--- config.mk ---
export PLATFORM = sky130hd
export DESIGN_NAME = cnn_layer_sequencer
export DESIGN_NICKNAME = d
export VERILOG_FILES = /design/src/rtl/cnn_layer_sequencer.sv
export SDC_FILE = /design/constraint.sdc
export NUM_CORES = 1
export LEC_CHECK = 0
export BUFFER_PORTS_ARGS = -buffer_cell sky130_fd_sc_hd__buf_4
export CORE_ASPECT_RATIO = 2
export CORE_MARGIN = 2
export CORE_UTILIZATION = 53
export DETAILED_ROUTE_END_ITERATION = 10
export PLACE_DENSITY_LB_ADDON = 0.08
export SYNTH_ARGS = -nofsm -noshare
export SYNTH_HDL_FRONTEND = slang
export SYNTH_SLANG_ARGS = --single-unit
--- constraint.sdc ---
create_clock -name clk -period 2.3 [get_ports clk]
set_input_delay 0.115 -clock clk [delete_from_list [all_inputs] [get_ports clk]]
set_output_delay 0.115 -clock clk [all_outputs]
set_load 0.005 [all_outputs]
--- src/rtl/cnn_layer_sequencer.sv ---
// cnn_layer_sequencer: initiator of the CNN layer-command handshake.
// Steps image load -> conv1 -> pool1 -> conv2 -> pool2 -> FC.
// Ports:
//   clk, reset (async, active-low), start, abort, return_ctrl[7:0]  - inputs
//   ctrl[7:0]    layer code driven into the CNN controller
//   busy         run in progress
//   done/error   sticky status of the last run
//   err_layer    layer code that was active when error was raised
//   cycle_count  busy cycles of the last run (saturating)
//   irq          one-cycle pulse on entry to DONE or ERROR
module cnn_layer_sequencer #(
    parameter int LAST_LAYER  = 5,
    parameter int LOAD_CYCLES = 4,
    parameter int CONFIRM     = 2,
    parameter int TIMEOUT_W   = 24
) (
    input  logic        clk,
    input  logic        reset,
    input  logic        start,
    input  logic        abort,
    input  logic [7:0]  return_ctrl,
    output logic [7:0]  ctrl,
    output logic        busy,
    output logic        done,
    output logic        error,
    output logic [2:0]  err_layer,
    output logic [31:0] cycle_count,
    output logic        irq
);

    localparam int LW = $clog2(LOAD_CYCLES + 1);
    localparam int CW = $clog2(CONFIRM + 1);
    // Watchdog fires when the counter would step onto all-ones.
    localparam logic [TIMEOUT_W-1:0] WD_LAST = ~(TIMEOUT_W'(1));

    typedef enum logic [2:0] {
        S_IDLE,
        S_LOAD,
        S_RUN,
        S_DONE,
        S_ERROR
    } state_t;

    state_t               state, state_n;
    logic [7:0]           ctrl_n;
    logic                 busy_n, done_n, error_n, irq_n;
    logic [2:0]           err_layer_n;
    logic [31:0]          cycle_n;
    logic [LW-1:0]        load_cnt, load_n;
    logic [CW-1:0]        conf_cnt, conf_n;
    logic [TIMEOUT_W-1:0] wd_cnt, wd_n;
    logic                 hit, fail;

    always_ff @(posedge clk or negedge reset) begin
        if (!reset) begin
            state       <= S_IDLE;
            ctrl        <= '0;
            busy        <= 1'b0;
            done        <= 1'b0;
            error       <= 1'b0;
            err_layer   <= '0;
            cycle_count <= '0;
            irq         <= 1'b0;
            load_cnt    <= '0;
            conf_cnt    <= '0;
            wd_cnt      <= '0;
        end else begin
            state       <= state_n;
            ctrl        <= ctrl_n;
            busy        <= busy_n;
            done        <= done_n;
            error       <= error_n;
            err_layer   <= err_layer_n;
            cycle_count <= cycle_n;
            irq         <= irq_n;
            load_cnt    <= load_n;
            conf_cnt    <= conf_n;
            wd_cnt      <= wd_n;
        end
    end

    always_comb begin
        state_n     = state;
        ctrl_n      = ctrl;
        busy_n      = busy;
        done_n      = done;
        error_n     = error;
        err_layer_n = err_layer;
        irq_n       = 1'b0;
        load_n      = load_cnt;
        conf_n      = conf_cnt;
        wd_n        = wd_cnt;
        fail        = 1'b0;
        hit         = (return_ctrl == ctrl);

        cycle_n = cycle_count;
        if (busy && cycle_count != 32'hFFFF_FFFF)
            cycle_n = cycle_count + 32'd1;

        case (state)
            S_IDLE: begin
                if (start && !abort) begin
                    state_n = S_LOAD;
                    ctrl_n  = 8'd0;
                    busy_n  = 1'b1;
                    done_n  = 1'b0;
                    error_n = 1'b0;
                    cycle_n = '0;
                    load_n  = '0;
                end
            end
            S_LOAD: begin
                if (abort) begin
                    fail = 1'b1;
                end else if (load_cnt == LW'(LOAD_CYCLES - 1)) begin
                    state_n = S_RUN;
                    ctrl_n  = 8'd1;
                    conf_n  = '0;
                    wd_n    = '0;
                end else begin
                    load_n = load_cnt + 1'b1;
                end
            end
            S_RUN: begin
                if (abort) begin
                    fail = 1'b1;
                end else if (hit && conf_cnt == CW'(CONFIRM - 1)) begin
                    // Advance beats a coincident watchdog expiry.
                    conf_n = '0;
                    wd_n   = '0;
                    if (ctrl == 8'(LAST_LAYER)) begin
                        state_n = S_DONE;
                        done_n  = 1'b1;
                        busy_n  = 1'b0;
                        irq_n   = 1'b1;
                    end else begin
                        ctrl_n = ctrl + 8'd1;
                    end
                end else begin
                    conf_n = hit ? conf_cnt + 1'b1 : '0;
                    if (wd_cnt == WD_LAST)
                        fail = 1'b1;
                    else
                        wd_n = wd_cnt + 1'b1;
                end
            end
            S_DONE:  state_n = S_IDLE;
            S_ERROR: state_n = S_IDLE;
            default: state_n = S_IDLE;
        endcase

        if (fail) begin
            state_n     = S_ERROR;
            error_n     = 1'b1;
            err_layer_n = ctrl[2:0];
            busy_n      = 1'b0;
            irq_n       = 1'b1;
            ctrl_n      = 8'd0;
        end
    end

endmodule

==> impl_metrics.ini <==
[logic_synthesis]
synthFlopType = dfrtp_1
syn-instance-count = 487
yosysWarnings = 0
synth-async-reset-ratio_pct = 100
synth_edf_count = 0
synth_fp_nets = 507
yosysSeqAreaShare_pct = 43.2
synth_top_family_by_area = simple AND/OR/NAND/NOR gates
mappedNetlistArea_um2 = 4580
synthAdderAreaFrac_pct = 2.19
synthMuxAreaShare_pct = 2.05
synthSimpleGateAreaFrac_pct = 27.0
yosys_register_bits = 79
synth_top_area_share_pct = 43.2
yosysTopAreaCell = dfrtp_1
ys_types = 66
postSynthAreaPerCell_um2 = 9.40
yosys-top-cells-area = dfrtp_1, xor2_1, nor2_1, nand3_1, nand2_1
yosys.area_share.xor_xnor_pct = 8.39
synth_compound_area_share_pct = 14.2

[floorplan]
die_h_um = 135
dieWidth_um = 69.7
io_pins = 59
start_util_pct = 53.7
die_area_um2 = 9440
rows = 48
core_um2 = 8530

[final_layout]
syn_to_final_growth_pct = 27.5
drive_gt1_share_pct = 26.6
final_nets = 610
final_cell_mix = buf_4, dfrtp_1, nor2_1
num_antenna_cells = 0
final_common_cell = buf_4

[sta]
max_freq_mhz = 447
worstMarginPinSlew_ps = 635
drv_slew = 0
layout_worst_path_cycle_share_pct = 97.2
setup_viol = 0
fin_skew_ps = 8.05
hold_viol = 0
relSlewSlack_pct = 57.7
rsz0062_at_grt = yes
fin_tns_setup_ps = 0
fin_crit_ps = 2240

[power]
power_density_nw_per_um2 = 694
p_leak_uw = 0.00272
p_sw_share_pct = 30.0
p_int_uw = 2830
pwr-share-seq_pct = 42.0
p_sw_uw = 1220
pwr-share-comb_pct = 22.7
clkPwrFrac_pct = 35.4
power_uw = 4050
peakVddDrop_uv = 550

[critical_path]
cp.arrival_ps = 2490
cp_common_cell = buf_4
slowest_delay_ps = 420
cp-end-kind = flip-flop
path_class = flip-flop to flip-flop
cpMaxStageDelayCell = dfrtp_1
cp_cell_sequence = and4_1 > nand4_1 > buf_4 > nor4_4 > buf_4 > a2111oi_4 > buf_4 > a31o_2 > a21oi_1
start_kind = flip-flop
cp.required_ps = 2560
cp_max_fo = 8

[routing]
drt_first_iter_violations = 202
remaining_drc_errors = 0
post_drt_wl_per_cell_um = 17.4
drt-total-wl_um = 12100
num_vias = 4209
via_per_inst = 6.06
dr.pass1.iters = 4
ant_nets = 0

[global_route]
grt_start_max_net_pins = 50
grt_pass1_wl_um = 19900
grt_pass1_vias = 4130
antenna_found_initial = 0
grt_usage_pct = 26.5
overflow = 0

[clock_tree]
cts_num_sinks = 79
tritoncts = yes
cts_root_buf = clkbuf_16
clk_path_buf_depth = 2
path_clk_slew_ps = 60
cts_buffers = 9
h-tree-depth = 3
clkLatencyLatePin_ps = 330

[run]
drv_cap = 0

[placed_design]
finalWeightedCongestion = 0.900
dp_hpwl_um = 9010
numPortBuffers = 58

[outcome]
status = finished clean

[worst_hold_path]
hp-class = input port to flip-flop
-- power by group through the flow --
stage	registers [uW]	logic (uW)	clock network [uW]
after floorplan	1680	519	0
after global placement	1720	862	0
after detailed placement	1720	884	0
after CTS	1700	891	1460
after global routing	1720	1010	1520
final	1700	919	1430
-- cells in the mapped netlist, types with 2 or more instances --
| cell type | count |
|---|---|
| a2111oi_2 | 2 |
| a211oi_1 | 4 |
| a21oi_1 | 17 |
| a31o_2 | 5 |
| a31oi_1 | 10 |
| and2_1 | 6 |
| and3_1 | 10 |
| and4_1 | 9 |
| buf_2 | 6 |
| clkbuf_1 | 9 |
| clkbuf_2 | 2 |
| dfrtp_1 | 79 |
| ha_1 | 8 |
| inv_1 | 12 |
| mux2_2 | 3 |
| mux2i_1 | 6 |
| nand2_1 | 42 |
| nand2b_1 | 5 |
| nand3_1 | 33 |
| nand4_1 | 21 |
| nand4b_1 | 2 |
| nor2_1 | 63 |
| nor2b_1 | 2 |
| nor3_1 | 4 |
| nor3b_1 | 2 |
| nor4_1 | 3 |
| nor4_4 | 3 |
| nor4b_1 | 2 |
| o211ai_1 | 5 |
| o21a_1 | 2 |
| o21ai_0 | 19 |
| o21ai_1 | 2 |
| o31ai_1 | 7 |
| or3_1 | 5 |
| or4_1 | 6 |
| xnor2_1 | 7 |
| xor2_1 | 35 |
-- flip-flops by register name, summed over array words and instances, names as in the netlist --
| register | flops |
|---|---|
| wd_cnt | 24 |
| done | 1 |
| cycle_count | 32 |
| conf_cnt | 2 |
| irq | 1 |
| load_cnt | 3 |
| error | 1 |
| state | 3 |
| err_layer | 3 |
| busy | 1 |
| ctrl | 8 |
-- critical path, delay by kind of cell (launching register included) --
family | cells | cell delay [ps]
DFF | 1 | 420
buffers and inverters | 3 | 600
AOI/OAI and AO/OA | 3 | 430
and+or+nand+nor | 3 | 700
-- timing repair --
action | CTS | global route
hold endpoints to repair | 47 | 0
hold buffers | 1 | 0
setup endpoints to repair | 2 | 19
buffers inserted | 2 | 4
gates resized for setup | 0 | 13
pin swaps | 1 | 4
-- stage by stage --
stage | cell area [um2] | cells | hold slack, ps | setup slack [ps] | util (%)
floorplan | 4580 | 487 | -181 | 70.5 | -
global placement | 5400 | 672 | 175 | 32.9 | 63.4
detailed placement | 5400 | 672 | 176 | -44.0 | 63.4
CTS | 5730 | 691 | 146 | 4.97 | 67.2
global route | 5840 | 695 | 177 | -16.7 | 68.5
finish | 5840 | 695 | 158 | 64.9 | 68.5
-- kinds of logic (layout without fill, tap and decap cells) --
group	Yosys count	in the layout
compound gates	89	89
simple gates	228	228
flops	79	79
mux	9	9
fa+ha+maj	8	8
xor+xnor	43	43
buf+inv	31	139
-- final timing paths --
path                       cells past startpoint               to  slack [ps]       start
hold / removal                                 4            error         160       start
hold reg to reg                                1       wd_cnt[14]         490  wd_cnt[14]
max in group asynchronous                      3          ctrl[5]        1280       reset
setup / recovery                               9       wd_cnt[22]          60  wd_cnt[17]
setup reg to reg                               9       wd_cnt[22]          60  wd_cnt[17]
min in group asynchronous                      2  cycle_count[26]         340       reset
-- layer usage --
metal / vias to the layer above / track usage [%] / part of all wire, %
li1: 1981 / - / -
met1: 2050 / 29.8 / 37
met2: 128 / 46.9 / 54
met3: 50 / 4.17 / 3.3
met4: 0 / 15.5 / 5.0
met5: - / 0 / 0
-- cell type report --
| cell class | count | area [um2] |
|---|---|---|
| Timing Repair Buffer | 111 | 848 |
| Multi-Input combinational cell | 377 | 2540 |
| Inverter | 12 | 45.0 |
| Sequential cell | 79 | 1980 |
| Fill cell | 693 | 2690 |
| Clock buffer | 11 | 243 |
| Clock inverter | 5 | 57.6 |
| Tap cell | 100 | 125 |
(Power assumes the default switching activity.)
